===== config.mk =====
export PLATFORM = sky130hd
export DESIGN_NAME = alu_sequencer
export DESIGN_NICKNAME = d
export VERILOG_FILES = /design/src/rtl/alu_seq_pkg.sv /design/src/rtl/alu_seq_regfile.sv /design/src/rtl/structural_alu.sv /design/src/rtl/alu_sequencer.sv
export SDC_FILE = /design/constraint.sdc
export NUM_CORES = 1
export LEC_CHECK = 0
export ABC_AREA = 1
export BUFFER_PORTS_ARGS = -buffer_cell sky130_fd_sc_hd__buf_2
export CORE_MARGIN = 2
export CORE_UTILIZATION = 25
export DETAILED_ROUTE_END_ITERATION = 8
export SLEW_MARGIN = 20
export SYNTH_ARGS = -nofsm -noshare
export SYNTH_HDL_FRONTEND = slang
export SYNTH_HIERARCHICAL = 1
export SYNTH_SLANG_ARGS = --single-unit
export TNS_END_PERCENT = 10

===== constraint.sdc =====
create_clock -name clk -period 3.7 [get_ports clk]
set_input_delay 0.185 -clock clk [delete_from_list [all_inputs] [get_ports clk]]
set_output_delay 0.185 -clock clk [all_outputs]
set_load 0.1 [all_outputs]

===== src/rtl/alu_seq_pkg.sv =====
// Shared types and constants for the ALU sequencer: opcodes, FSM states
// and register-file geometry defaults.
package alu_seq_pkg;

    localparam int NREGS_DEF = 8;
    localparam int AW_DEF    = 3;

    localparam logic [2:0] OP_ADD = 3'b000;
    localparam logic [2:0] OP_SUB = 3'b001;
    localparam logic [2:0] OP_AND = 3'b010;
    localparam logic [2:0] OP_OR  = 3'b011;
    localparam logic [2:0] OP_XOR = 3'b100;
    localparam logic [2:0] OP_NOT = 3'b101;

    typedef enum logic [1:0] {
        IDLE = 2'b00,
        EXEC = 2'b01,
        RESP = 2'b10
    } seq_state_e;

    function automatic logic is_illegal(input logic [2:0] op);
        logic ill;
        case (op)
            3'b110:  ill = 1'b1;
            3'b111:  ill = 1'b1;
            default: ill = 1'b0;
        endcase
        return ill;
    endfunction

endpackage


===== src/rtl/alu_seq_regfile.sv =====
// Register file for the sequencer: two operand read ports, one debug read
// port, per-entry write where writeback beats the direct load; r0 reads 0.
module alu_seq_regfile
    import alu_seq_pkg::*;
#(
    parameter int NREGS = NREGS_DEF,
    parameter int AW    = AW_DEF
) (
    input  logic          clk,
    input  logic          rst_n,
    input  logic [AW-1:0] rs1_addr,
    output logic [15:0]   rs1_data,
    input  logic [AW-1:0] rs2_addr,
    output logic [15:0]   rs2_data,
    input  logic [AW-1:0] dbg_addr,
    output logic [15:0]   dbg_data,
    input  logic          wb_en,
    input  logic [AW-1:0] wb_addr,
    input  logic [15:0]   wb_data,
    input  logic          ld_en,
    input  logic [AW-1:0] ld_addr,
    input  logic [15:0]   ld_data
);

    logic [15:0] mem_r [NREGS];

    function automatic logic [15:0] rf_read(input logic [AW-1:0] a);
        logic [15:0] d;
        if (a == '0) begin
            d = 16'h0000;
        end else begin
            d = mem_r[a];
        end
        return d;
    endfunction

    // Storage update; a load and a writeback to different entries both land.
    always_ff @(posedge clk or negedge rst_n) begin
        if (!rst_n) begin
            for (int i = 0; i < NREGS; i++) begin
                mem_r[i] <= 16'h0000;
            end
        end else begin
            mem_r[0] <= 16'h0000;
            for (int i = 1; i < NREGS; i++) begin
                if (wb_en && (wb_addr == AW'(i))) begin
                    mem_r[i] <= wb_data;
                end else if (ld_en && (ld_addr == AW'(i))) begin
                    mem_r[i] <= ld_data;
                end else begin
                    mem_r[i] <= mem_r[i];
                end
            end
        end
    end

    // Combinational read ports.
    always_comb begin
        rs1_data = rf_read(rs1_addr);
        rs2_data = rf_read(rs2_addr);
        dbg_data = rf_read(dbg_addr);
    end

endmodule


===== src/rtl/structural_alu.sv =====
// Team 16-bit ALU with its own operand/opcode latches; the result is a
// combinational function of the latched values, zero for illegal opcodes.
module structural_alu
    import alu_seq_pkg::*;
(
    input  logic        clk,
    input  logic        rst_n,
    input  logic        load,
    input  logic [15:0] a_in,
    input  logic [15:0] b_in,
    input  logic [2:0]  op_in,
    output logic [15:0] result,
    output logic        illegal
);

    logic [15:0] a_r;
    logic [15:0] b_r;
    logic [2:0]  op_r;

    // Operand latches, captured when the sequencer accepts an instruction.
    always_ff @(posedge clk or negedge rst_n) begin
        if (!rst_n) begin
            a_r  <= 16'h0000;
            b_r  <= 16'h0000;
            op_r <= 3'b000;
        end else if (load) begin
            a_r  <= a_in;
            b_r  <= b_in;
            op_r <= op_in;
        end else begin
            a_r  <= a_r;
            b_r  <= b_r;
            op_r <= op_r;
        end
    end

    // Datapath; arithmetic wraps modulo 2^16.
    always_comb begin
        result  = 16'h0000;
        illegal = is_illegal(op_r);
        case (op_r)
            OP_ADD:  result = a_r + b_r;
            OP_SUB:  result = a_r - b_r;
            OP_AND:  result = a_r & b_r;
            OP_OR:   result = a_r | b_r;
            OP_XOR:  result = a_r ^ b_r;
            OP_NOT:  result = ~a_r;
            default: result = 16'h0000;
        endcase
    end

endmodule


===== src/rtl/alu_sequencer.sv =====
// Single-issue operand/writeback sequencer: IDLE accepts and latches
// operands, EXEC runs the ALU and writes back, RESP presents the result.
module alu_sequencer
    import alu_seq_pkg::*;
#(
    parameter int NREGS = NREGS_DEF,
    parameter int AW    = AW_DEF
) (
    input  logic          clk,
    input  logic          rst_n,
    input  logic          in_valid,
    output logic          in_ready,
    input  logic [2:0]    in_opcode,
    input  logic [AW-1:0] in_rd,
    input  logic [AW-1:0] in_rs1,
    input  logic [AW-1:0] in_rs2,
    output logic          out_valid,
    input  logic          out_ready,
    output logic [15:0]   out_result,
    output logic          out_zero,
    output logic          out_neg,
    output logic          out_illegal,
    input  logic          ld_en,
    input  logic [AW-1:0] ld_addr,
    input  logic [15:0]   ld_data,
    input  logic [AW-1:0] dbg_addr,
    output logic [15:0]   dbg_data
);

    seq_state_e    state_r;
    seq_state_e    next_state_s;
    logic [AW-1:0] rd_r;
    logic          accept_s;
    logic          wb_en_s;
    logic [15:0]   rs1_data_s;
    logic [15:0]   rs2_data_s;
    logic [15:0]   alu_result_s;
    logic          alu_illegal_s;
    logic [15:0]   resp_result_s;
    logic          out_valid_r;
    logic [15:0]   out_result_r;
    logic          out_zero_r;
    logic          out_neg_r;
    logic          out_illegal_r;

    assign accept_s      = in_valid && (state_r == IDLE);
    assign wb_en_s       = (state_r == EXEC) && !alu_illegal_s;
    assign resp_result_s = alu_illegal_s ? 16'h0000 : alu_result_s;

    assign in_ready    = (state_r == IDLE);
    assign out_valid   = out_valid_r;
    assign out_result  = out_result_r;
    assign out_zero    = out_zero_r;
    assign out_neg     = out_neg_r;
    assign out_illegal = out_illegal_r;

    alu_seq_regfile #(.NREGS(NREGS), .AW(AW)) u_rf (
        .clk      (clk),
        .rst_n    (rst_n),
        .rs1_addr (in_rs1),
        .rs1_data (rs1_data_s),
        .rs2_addr (in_rs2),
        .rs2_data (rs2_data_s),
        .dbg_addr (dbg_addr),
        .dbg_data (dbg_data),
        .wb_en    (wb_en_s),
        .wb_addr  (rd_r),
        .wb_data  (alu_result_s),
        .ld_en    (ld_en),
        .ld_addr  (ld_addr),
        .ld_data  (ld_data)
    );

    structural_alu u_alu (
        .clk     (clk),
        .rst_n   (rst_n),
        .load    (accept_s),
        .a_in    (rs1_data_s),
        .b_in    (rs2_data_s),
        .op_in   (in_opcode),
        .result  (alu_result_s),
        .illegal (alu_illegal_s)
    );

    // FSM state and destination register latch.
    always_ff @(posedge clk or negedge rst_n) begin
        if (!rst_n) begin
            state_r <= IDLE;
            rd_r    <= '0;
        end else begin
            state_r <= next_state_s;
            rd_r    <= accept_s ? in_rd : rd_r;
        end
    end

    // Next-state logic.
    always_comb begin
        next_state_s = state_r;
        case (state_r)
            IDLE: begin
                if (in_valid) begin
                    next_state_s = EXEC;
                end else begin
                    next_state_s = IDLE;
                end
            end
            EXEC: next_state_s = RESP;
            RESP: begin
                if (out_ready) begin
                    next_state_s = IDLE;
                end else begin
                    next_state_s = RESP;
                end
            end
            default: next_state_s = IDLE;
        endcase
    end

    // Response registers: loaded at the end of EXEC, held until handshake.
    always_ff @(posedge clk or negedge rst_n) begin
        if (!rst_n) begin
            out_valid_r   <= 1'b0;
            out_result_r  <= 16'h0000;
            out_zero_r    <= 1'b0;
            out_neg_r     <= 1'b0;
            out_illegal_r <= 1'b0;
        end else if (state_r == EXEC) begin
            out_valid_r   <= 1'b1;
            out_result_r  <= resp_result_s;
            out_zero_r    <= (resp_result_s == 16'h0000);
            out_neg_r     <= resp_result_s[15];
            out_illegal_r <= alu_illegal_s;
        end else if ((state_r == RESP) && out_ready) begin
            out_valid_r   <= 1'b0;
        end else begin
            out_valid_r   <= out_valid_r;
        end
    end

endmodule


==> impl_results.md, run 1 <==
* Status: completed
* Synth unique cells at 45
* Worst-path clk slew at 0.08 ns
* Lkg Pwr at 8.418 nW
* # Post-CTS Setup Buffers at 0
* Avg WL per Cell at 19.68 um
* Via count at 15082
* Root Buffer: clkbuf_16
* Hold Crit Class: input pin to register
* Post-synth ARST share at 1.000
* Final setup margin at 0.2716 ns
* Top cell type by total area after synthesis: dfrtp_1
* Final hold violation count at 0
* Cells after Synth at 2197
* Largest net degree at the start of global routing at 75
* Cell Area, Synth at 13610 um^2
* Max Cap Violations at 0
* Seq pwr share at 0.233
* Grt ovf at 0
* Die area at 56340 um^2
* EDFF count, synth at 0
* Sw frac at 0.5629
* Hold_sp: ld_data[6]
* Worst path required time at 4.11 ns
* Syn Nets at 2285
* Total wire length at 57.93 mm
* Total power per unit cell area at 950.7 nW/um^2
* CTS max path bufs at 2
* Horiz. Die Dim at 237.4 um
* 1st-iter DRT viols at 2169
* Drc violations at 0
* Share of layout cells above drive strength 1 at 0.09791
* Vias per cell at 5.123
* Startpoint Class: register
* Core Area at 53810 um^2
* Clock power share at 0.122
* Drt pass-1 iters at 6
* RSZ-0062 raised after global routing: false
* Commonest cells post-synth: nand2_1 (932), nand3_1 (466), inv_1 (223), dfrtp_1 (171), clkbuf_1 (53)
* Final instance area at 15570 um^2
* First-pass GRT wire length at 86.52 mm
* Worst-case reg-to-reg path depth at 23
* Max-slew violations at 0
* CP endpoint kind: register
* Critical path type: register to register
* DP Area at 14920 um^2
* CTS sink count at 171
* Initial Util at 0.2530
* #FFs+latches synth at 171
* Synth-to-layout area growth at 14.35%
* Synth top area cells: dfrtp_1 (31%), nand2_1 (26%), nand3_1 (17%)
* Min-Delay Path Depth at 3
* Leading register cell type out of synthesis: dfrtp_1
* Setup slack at placement at 0.2240 ns
* CTS H-Tree Depth at 4
* Vias in the first global route at 13710
* GRT Total Usage at 0.2034
* Worst slew pin tran at 1.144 ns
* TNS Setup at 0 ns
* GPL Wtd Cong at 0.9333
* Syn avg cell area at 6.197 um^2
* Layout Nets at 2324
* CTS Buf Count at 17
* CP max FO at 8
* Site Rows at 85
* CTS tree: built
* Hold Path End: u_rf/mem_r[54]$_DFFE_PN0P_
* Die height at 237.4 um
* Reg2Reg Setup Slack at 0.27 ns
* Layout filler cell count at 6045
* Final setup viols at 0
* Peak supply drop at 0.4397 mV
* Comb pwr share at 0.645
* RR Endpoint: out_zero$_DFFE_PN0P_
* Crit path DAT at 3.84 ns
* Top Ports at 76
* Fin crit share at 0.9266
* Register area share after synthesis at 0.3143
* Synth Warn # at 6
* Reg2reg start: u_alu/b_r[0]$_DFFE_PN0P_
* NetSw at 8.330 mW
* Cell Int Power at 6.469 mW
* Layout Skew at 0.01558 ns
* Post-synth top area share at 0.3143
* Fmax achieved at 291.7 MHz
* Top-count cell post-synth: nand2_1
* Antenna violations before repair at 2
* Final min period at 3.428 ns
* Hpwl dp at 38.58 mm
* Clk_lat worst skew at 0.48 ns
* I/O Buffers at 75
* Antenna Nets Post-Route at 0
* Worst slew margin at 0.2354
-- worst max path at each step --
stage	startpoint	endpoint
global placement	u_alu/b_r[0]$_DFFE_PN0P_	out_zero$_DFFE_PN0P_
global route	u_alu/b_r[1]$_DFFE_PN0P_	out_zero$_DFFE_PN0P_
detailed placement	u_alu/b_r[0]$_DFFE_PN0P_	out_zero$_DFFE_PN0P_
finish	u_alu/b_r[0]$_DFFE_PN0P_	out_zero$_DFFE_PN0P_
CTS	u_alu/b_r[0]$_DFFE_PN0P_	out_zero$_DFFE_PN0P_
floorplan	state_r[1]$_DFF_PN0_	u_alu/a_r[3]$_DFFE_PN0P_
-- critical path, cell delays in order, from the launching register on --
cell and delay [ns]:
dfrtp_1 0.41, inv_1 0.13, ha_1 0.16, inv_1 0.05
nor2_2 0.22, nand4_1 0.21, nand2_1 0.12, xor2_1 0.15
inv_1 0.05, ha_1 0.38, nand2_1 0.08, inv_1 0.09
nand2_1 0.07, nor3_1 0.21, nand2_1 0.08, nand3_1 0.07
nand2_1 0.05, nand3_1 0.07, nand2_1 0.25, o21ai_2 0.21
nand2_1 0.08, nor2_1 0.09, nand3_1 0.07, nand2_1 0.06
-- logic make-up (layout without fill, tap and decap cells) --
family | Yosys count | after routing | synth area share
simple gates | 1488 | 1488 | 0.4693
fa+ha+maj | 49 | 49 | 0.04558
other cells | 0 | 1 | 0
buf+inv | 359 | 409 | 0.1083
xor+xnor | 15 | 15 | 0.009650
compound gates | 115 | 115 | 0.05294
flops | 171 | 171 | 0.3143
-- state kept, by name, summed over array words and instances, names as in the netlist --
name	cells
out_illegal	1
out_result	16
out_valid	1
out_zero	1
rd_r	3
state_r	2
u_alu/a_r	16
u_alu/b_r	16
u_alu/op_r	3
u_rf/mem_r	112
-- cells in the final DEF (no fill, tap or decap), types with 11 or more instances in the layout --
cell / instances
nor2_1: 30
buf_12: 14
ha_1: 48
buf_2: 63
nand3_1: 466
a21oi_1: 22
inv_2: 18
nand4_1: 20
nand2_1: 932
inv_1: 222
clkbuf_16: 17
nor2_2: 11
dfrtp_1: 170
buf_4: 53
o21ai_0: 42
xor2_1: 13
-- power groups by stage --
stage          Combinational (mW)  Clock, mW  Sequential (mW)
2_1_floorplan                5.84          0             3.78
3_3_place_gp                 9.29          0             3.44
3_5_place_dp                 9.27          0             3.45
4_1_cts                      9.34       1.84             3.42
5_1_grt                      10.4       1.92             3.55
6_report                     9.55       1.81             3.44
-- area by class of cell --
| class | count | area, um^2 | area share |
|---|---|---|---|
| repair buffers | 139 | 1085 | 0.06968 |
| flip-flops and latches | 171 | 4280 | 0.2750 |
| well taps | 696 | 870.8 | 0.05594 |
| clock inverters | 11 | 113.9 | 0.007314 |
| multi-input cells | 1667 | 7871 | 0.5056 |
| clock buffers | 19 | 442.9 | 0.02845 |
| inverters | 240 | 900.9 | 0.05787 |
| diodes | 1 | 2.502 | 0.0001607 |
-- stage by stage --
stage | util | hold slack (ns) | power, mW | instances
2_1_floorplan | - | -0.1106 | 9.624 | 2197
3_3_place_gp | 0.2773 | 0.2812 | 12.73 | 2905
3_5_place_dp | 0.2773 | 0.2810 | 12.72 | 2905
4_1_cts | 0.2892 | 0.01871 | 14.60 | 2943
5_1_grt | 0.2892 | 0.03600 | 15.84 | 2943
6_report | 0.2893 | 0.02867 | 14.80 | 2944
-- metal layers --
metal	global-route usage	wire length, um
met1	0.2737	24250
met2	0.3140	25420
met3	0.04494	5907
met4	0.08481	2359
met5	0	0
-- repair_timing --
item                                    4_1_cts  5_1_grt
endpoints found under the setup margin        0        5
gates resized for setup                       0        2
hold endpoints to repair                     79        0
hold buffers                                  8        0
Power figures use the tool's default switching activity.
==> run 2: changes to the inputs <==
--- a/config.mk
+++ b/config.mk
@@ -6,10 +6,10 @@
 export NUM_CORES = 1
 export LEC_CHECK = 0
 export ABC_AREA = 1
-export BUFFER_PORTS_ARGS = -buffer_cell sky130_fd_sc_hd__buf_2
 export CORE_MARGIN = 2
 export CORE_UTILIZATION = 25
 export DETAILED_ROUTE_END_ITERATION = 8
+export DONT_BUFFER_PORTS = 1
 export SLEW_MARGIN = 20
 export SYNTH_ARGS = -nofsm -noshare
 export SYNTH_HDL_FRONTEND = slang
==> impl_results.md, run 2 (same netlist as run 1, synthesis figures left out) <==
* Status: finished, violations left
* Failing checks: hold timing
* I/O Buffers at 0 (-100%)
* Worst-path clk slew at 0.08 ns (about the same)
* Hold Crit Class: input pin to async pin
* Hpwl dp at 37.60 mm (-2.5%)
* CTS H-Tree Depth at 4 (unchanged)
* CTS tree: built
* Worst-case reg-to-reg path depth at 21 (-8.7%)
* Startpoint Class: register
* Top delay family on crit path: simple AND/OR/NAND/NOR gates
* NetSw at 8.233 mW (-1.2%)
* Critical Path Most Common Cell: nand2_1
* Sw frac at 0.5670 (+0.004128)
* Site Rows at 85 (unchanged)
* Die area at 56340 um^2 (unchanged)
* Core Area at 53810 um^2 (unchanged)
* Critical path depth at 21 (-8.7%)
* Seq pwr share at 0.280 (+0.047)
* Min Hold Slack at -0.5965 ns (-0.6251 ns)
* CTS max path bufs at 2 (unchanged)
* CP max stage cell: dfrtp_1
* Initial Util at 0.2530 (unchanged)
* Antenna violations before repair at 4 (+2)
* # Post-CTS Setup Buffers at 0 (unchanged)
* TNS Setup at 0 ns (unchanged)
* Die height at 237.4 um (unchanged)
* Worst slew margin at 0.2853 (+0.04998)
* Drc violations at 0 (unchanged)
* Horiz. Die Dim at 237.4 um (unchanged)
* Final instance area at 15180 um^2 (-2.5%)
* RSZ-0062 raised after global routing: false
* Final min period at 3.388 ns (-0.04041 ns)
* Largest net degree at the start of global routing at 172 (+130%)
* Fmax achieved at 295.2 MHz (+1.2%)
* Worst path required time at 4.10 ns (about the same)
* DP Area at 14320 um^2 (-4.0%)
* Peak supply drop at 0.3280 mV (-25%)
* Crit path DAT at 3.78 ns (-0.06 ns)
* Comb pwr share at 0.591 (-0.054)
* Max Cap Violations at 0 (unchanged)
* Critical path type: register to register
* Final setup viols at 0 (unchanged)
* First-pass GRT wire length at 85.40 mm (-1.3%)
* Total power per unit cell area at 956.5 nW/um^2 (+0.62%)
* GPL Wtd Cong at 0.8818 (-5.5%)
* Fin crit share at 0.9157 (-0.01092)
* Top reg by flops: u_rf/mem_r
* Share of layout cells above drive strength 1 at 0.06715 (-0.03075)
* Most frequent cells in the layout: nand2_1 (931), nand3_1 (466), inv_1 (222)
* 1st-iter DRT viols at 1959 (-9.7%)
* Grt ovf at 0 (unchanged)
* CTS sink count at 171 (unchanged)
* Antenna Nets Post-Route at 0 (unchanged)
* Top Ports at 76 (unchanged)
* Max reg flops at 112 (unchanged)
* CP endpoint kind: register
* Most common cell after layout, fill and taps aside: nand2_1
* Worst slew pin tran at 1.071 ns (-0.07335 ns)
* Max-slew violations at 0 (unchanged)
* Root Buffer: clkbuf_16
* Lkg Pwr at 8.122 nW (-3.5%)
* Crit-path max cell delay at 0.40 ns (about the same)
* Final hold violation count at 171 (+171)
* Via count at 14653 (-2.8%)
* Layout Nets at 2264 (-2.6%)
* Avg WL per Cell at 19.35 um (-1.7%)
* Clock power share at 0.129 (+0.007)
* Worst-path cell chain: inv_1 > ha_1 > inv_1 > nor2_2 > nand3_1 > nand2_1 > xor2_1 > inv_1 > ha_1 > nand2_1 > inv_1 > a21oi_1 > nand2_1 > or2_1 > nand3_1 > o211ai_1 > o21ai_2 > nand2_1 > nor2_1 > nand3_1 > nand2_1
* Hold-fix buffers, CTS at 25 (+17)
* Vias per cell at 5.076 (-0.93%)
* CP max FO at 8 (unchanged)
* Placed Cells at 2827 (-2.7%)
* GRT Total Usage at 0.1992 (-0.004143)
* Cell Int Power at 6.286 mW (-2.8%)
* Vias in the first global route at 13971 (+1.9%)
* Crit path buf inv count at 4 (unchanged)
* Post-Layout Cell Count at 2887 (-1.9%)
* Reg2Reg Setup Slack at 0.31 ns (+0.04 ns)
* Layout Skew at 0.02269 ns (+0.007114 ns)
* Drt pass-1 iters at 6 (unchanged)
* Total wire length at 55.86 mm (-3.6%)
* Synth-to-layout area growth at 11.49%
* Clk_lat worst skew at 0.48 ns (about the same)
* CTS Buf Count at 17 (unchanged)
==> run 2: path summary, 6_finish.rpt <==
check / start / to
hold / removal: rst_n / u_rf/mem_r[16]$_DFFE_PN0P_
max in group asynchronous: rst_n / out_result[15]$_DFFE_PN0P_
hold reg to reg: u_rf/mem_r[25]$_DFFE_PN0P_ / u_rf/mem_r[25]$_DFFE_PN0P_
setup reg to reg: u_alu/b_r[0]$_DFFE_PN0P_ / out_zero$_DFFE_PN0P_
setup / recovery: u_alu/b_r[0]$_DFFE_PN0P_ / out_zero$_DFFE_PN0P_
min in group clk: in_rs1[2] / u_alu/a_r[14]$_DFFE_PN0P_
==> run 2: power groups by stage <==
| stage | sequential [mW] | clock [mW] | combinational (mW) |
|---|---|---|---|
| 2_1_floorplan | 3.78 | 0 | 5.84 |
| 3_3_place_gp | 4.06 | 0 | 8.30 |
| 3_5_place_dp | 4.07 | 0 | 8.28 |
| 4_1_cts | 4.04 | 1.90 | 8.37 |
| 5_1_grt | 4.17 | 1.97 | 9.51 |
| 6_report | 4.06 | 1.87 | 8.58 |
==> run 2: final cells by class <==
type                            count  area, um^2
Inverter                          240       900.9
Tap cell                          696       870.8
Fill cell                        6065       38640
Multi-Input combinational cell   1667        7881
Clock buffer                       20       456.7
Clock inverter                     12       127.6
Timing Repair Buffer               79       655.6
Antenna cell                        2       5.005
Sequential cell                   171        4280
==> run 2: timing repair <==
item                                    CTS  global route
endpoints found under the setup margin    0             5
endpoints found under the hold margin   303           171
resized for setup                         0             2
==> run 2: through the flow <==
stage                     utilization  setup WS [ns]  power [mW]
after floorplan                     -         0.7971       9.624
after global routing           0.2820        0.02674       15.66
after global placement         0.2661         0.2899       12.36
final                          0.2821         0.3120       14.52
after CTS                      0.2816         0.1776       14.31
after detailed placement       0.2661         0.2135       12.35
==> run 2: routing by layer <==
metal,track usage,wire length [um],vias to the layer above
met2,0.3088,24440,781
met1,0.2557,23070,6738
met3,0.05760,5993,158
met4,0.09148,2310,6
li1,-,-,6970
met5,0,41,-
==> run 3: changes to the inputs <==
--- a/config.mk
+++ b/config.mk
@@ -10,6 +10,7 @@
 export CORE_UTILIZATION = 25
 export DETAILED_ROUTE_END_ITERATION = 8
 export DONT_BUFFER_PORTS = 1
+export PLACE_DENSITY = 0.45
 export SLEW_MARGIN = 20
 export SYNTH_ARGS = -nofsm -noshare
 export SYNTH_HDL_FRONTEND = slang
==> impl_results.md, run 3 (same netlist as run 1, synthesis figures left out) <==
* Status: finished, violations left
* Failing checks: hold timing
* Min Hold Slack at -0.5856 ns (+0.01091 ns)
* Drt pass-1 iters at 8 (+2)
* CP endpoint kind: register
* Total wire length at 67.00 mm (+20%)
* Final min period at 3.355 ns (-0.03338 ns)
* Startpoint Class: register
* Drc violations at 0 (unchanged)
* Fin crit share at 0.9066 (-0.009022)
* Share of layout cells above drive strength 1 at 0.06797 (+0.0008205)
* Initial Util at 0.2530 (unchanged)
* TNS Setup at 0 ns (unchanged)
* Reg2reg start: u_alu/op_r[2]$_DFFE_PN0P_
* Peak supply drop at 0.3793 mV (+16%)
* Most frequent cells in the layout: nand2_1 (932), nand3_1 (466), inv_1 (222)
* Synth-to-layout area growth at 11.88%
* Top Ports at 76 (unchanged)
* Layout Nets at 2271 (+0.31%)
* CTS max path bufs at 2 (unchanged)
* CTS tree: built
* Fmax achieved at 298.1 MHz (+1.0%)
* Layout Skew at 0.01217 ns (-0.01052 ns)
* Worst-case reg-to-reg path depth at 19 (-9.5%)
* Worst slew pin tran at 1.167 ns (+0.09590 ns)
* Via count at 15178 (+3.6%)
* DP Area at 14390 um^2 (+0.45%)
* First-pass GRT wire length at 97.88 mm (+15%)
* Vias in the first global route at 14278 (+2.2%)
* GRT Total Usage at 0.2369 (+0.03769)
* CTS H-Tree Depth at 4 (unchanged)
* Antenna Nets Post-Route at 0 (unchanged)
* RR Endpoint: u_rf/mem_r[87]$_DFFE_PN0P_
* Final setup viols at 0 (unchanged)
* Max Cap Violations at 0 (unchanged)
* Final instance area at 15230 um^2 (+0.35%)
* Worst slew margin at 0.2213 (-0.06401)
* I/O Buffers at 0 (unchanged)
* Reg2Reg Setup Slack at 0.35 ns (+0.03 ns)
* Top reg by flops: u_rf/mem_r
* 1st-iter DRT viols at 1897 (-3.2%)
* Grt ovf at 0 (unchanged)
* Critical path type: register to register
* Total power per unit cell area at 979.9 nW/um^2 (+2.4%)
* Horiz. Die Dim at 237.4 um (unchanged)
* Die area at 56340 um^2 (unchanged)
* Max reg flops at 112 (unchanged)
* CP max FO at 14 (+6)
* Final hold violation count at 171 (unchanged)
* Clk_lat worst skew at 0.47 ns (about the same)
* Root Buffer: clkbuf_16
* Hpwl dp at 43.59 mm (+16%)
* Worst path required time at 4.06 ns (-0.04 ns)
* Max-slew violations at 0 (unchanged)
* Vias per cell at 5.252 (+3.5%)
* Crit path DAT at 3.72 ns (-0.06 ns)
* Avg WL per Cell at 23.18 um (+20%)
* Antenna violations before repair at 3 (-1)
* Core Area at 53810 um^2 (unchanged)
* RSZ-0062 raised after global routing: false
* Site Rows at 85 (unchanged)
* CTS Buf Count at 17 (unchanged)
* CTS sink count at 171 (unchanged)
* Die height at 237.4 um (unchanged)
* Largest net degree at the start of global routing at 172 (unchanged)
* Hold Crit Class: input pin to async pin
* Lkg Pwr at 8.167 nW (+0.55%)
* Hold-fix buffers, CTS at 25 (unchanged)
* Worst-path clk slew at 0.07 ns (about the same)
* Most common cell after layout, fill and taps aside: nand2_1
* GPL Wtd Cong at 0.8938 (+1.4%)
run 3: how the worst max path moves through the flow:
stage / start / endpoint
3_3_place_gp: u_alu/b_r[0]$_DFFE_PN0P_ / u_rf/mem_r[95]$_DFFE_PN0P_
5_1_grt: u_alu/op_r[2]$_DFFE_PN0P_ / out_zero$_DFFE_PN0P_
3_5_place_dp: u_alu/b_r[0]$_DFFE_PN0P_ / u_rf/mem_r[87]$_DFFE_PN0P_
2_1_floorplan: state_r[1]$_DFF_PN0_ / u_alu/a_r[3]$_DFFE_PN0P_
4_1_cts: u_alu/b_r[0]$_DFFE_PN0P_ / u_rf/mem_r[87]$_DFFE_PN0P_
6_report: u_alu/op_r[2]$_DFFE_PN0P_ / u_rf/mem_r[87]$_DFFE_PN0P_
run 3: power by group:
part | switching [mW] | internal [mW]
logic | 6.27 | 2.66
registers | 1.35 | 2.71
clock network | 0.832 | 1.10
run 3: cell type report:
cell class,count,area (um^2)
Timing Repair Buffer,86,708.2
Clock buffer,21,470.5
Tap cell,696,870.8
Fill cell,6045,38580
Inverter,240,900.9
Clock inverter,7,117.6
Sequential cell,171,4280
Antenna cell,2,5.005
Multi-Input combinational cell,1667,7879
run 3: what timing repair did:
| item | in CTS | in global routing |
|---|---|---|
| setup buffers | 0 | 0 |
| gates resized for setup | 0 | 1 |
| endpoints found under the hold margin | 295 | 171 |
| endpoints found under the setup margin | 0 | 4 |
run 3: critical path, stage by stage (launching register included):
cell and delay [ns]:
dfrtp_1 0.54, inv_2 0.11, nand3_4 0.22, inv_2 0.12, o21ai_2 0.14, xor2_1 0.16, inv_1 0.06, ha_1 0.34
nand2_1 0.13, inv_1 0.05, a21oi_1 0.13, nand2_1 0.14, or2_1 0.23, nand3_1 0.08, o211ai_1 0.22, buf_4 0.26
inv_1 0.07, nand3_1 0.08, nand3_1 0.12, nand2_1 0.05
run 3: metrics by stage:
stage	std cells	util	power, mW	hold slack [ns]	setup WS, ns
after floorplan	2197	-	9.624	-0.1106	0.7971
after global placement	2835	0.2672	12.81	-0.1008	0.2836
after detailed placement	2835	0.2673	12.84	-0.09997	0.3099
after CTS	2888	0.2829	14.88	-0.6123	0.3005
after global routing	2889	0.2830	16.04	-0.6148	0.04230
final	2890	0.2831	14.93	-0.5856	0.3454
run 3: layer usage:
layer  part of all wire  GRT usage  vias up
met3               0.10    0.06794      163
met4              0.040    0.09853        4
met5            0.00040          0        -
li1                   -          -     6972
met1               0.41     0.3040     7219
met2               0.45     0.3723      820
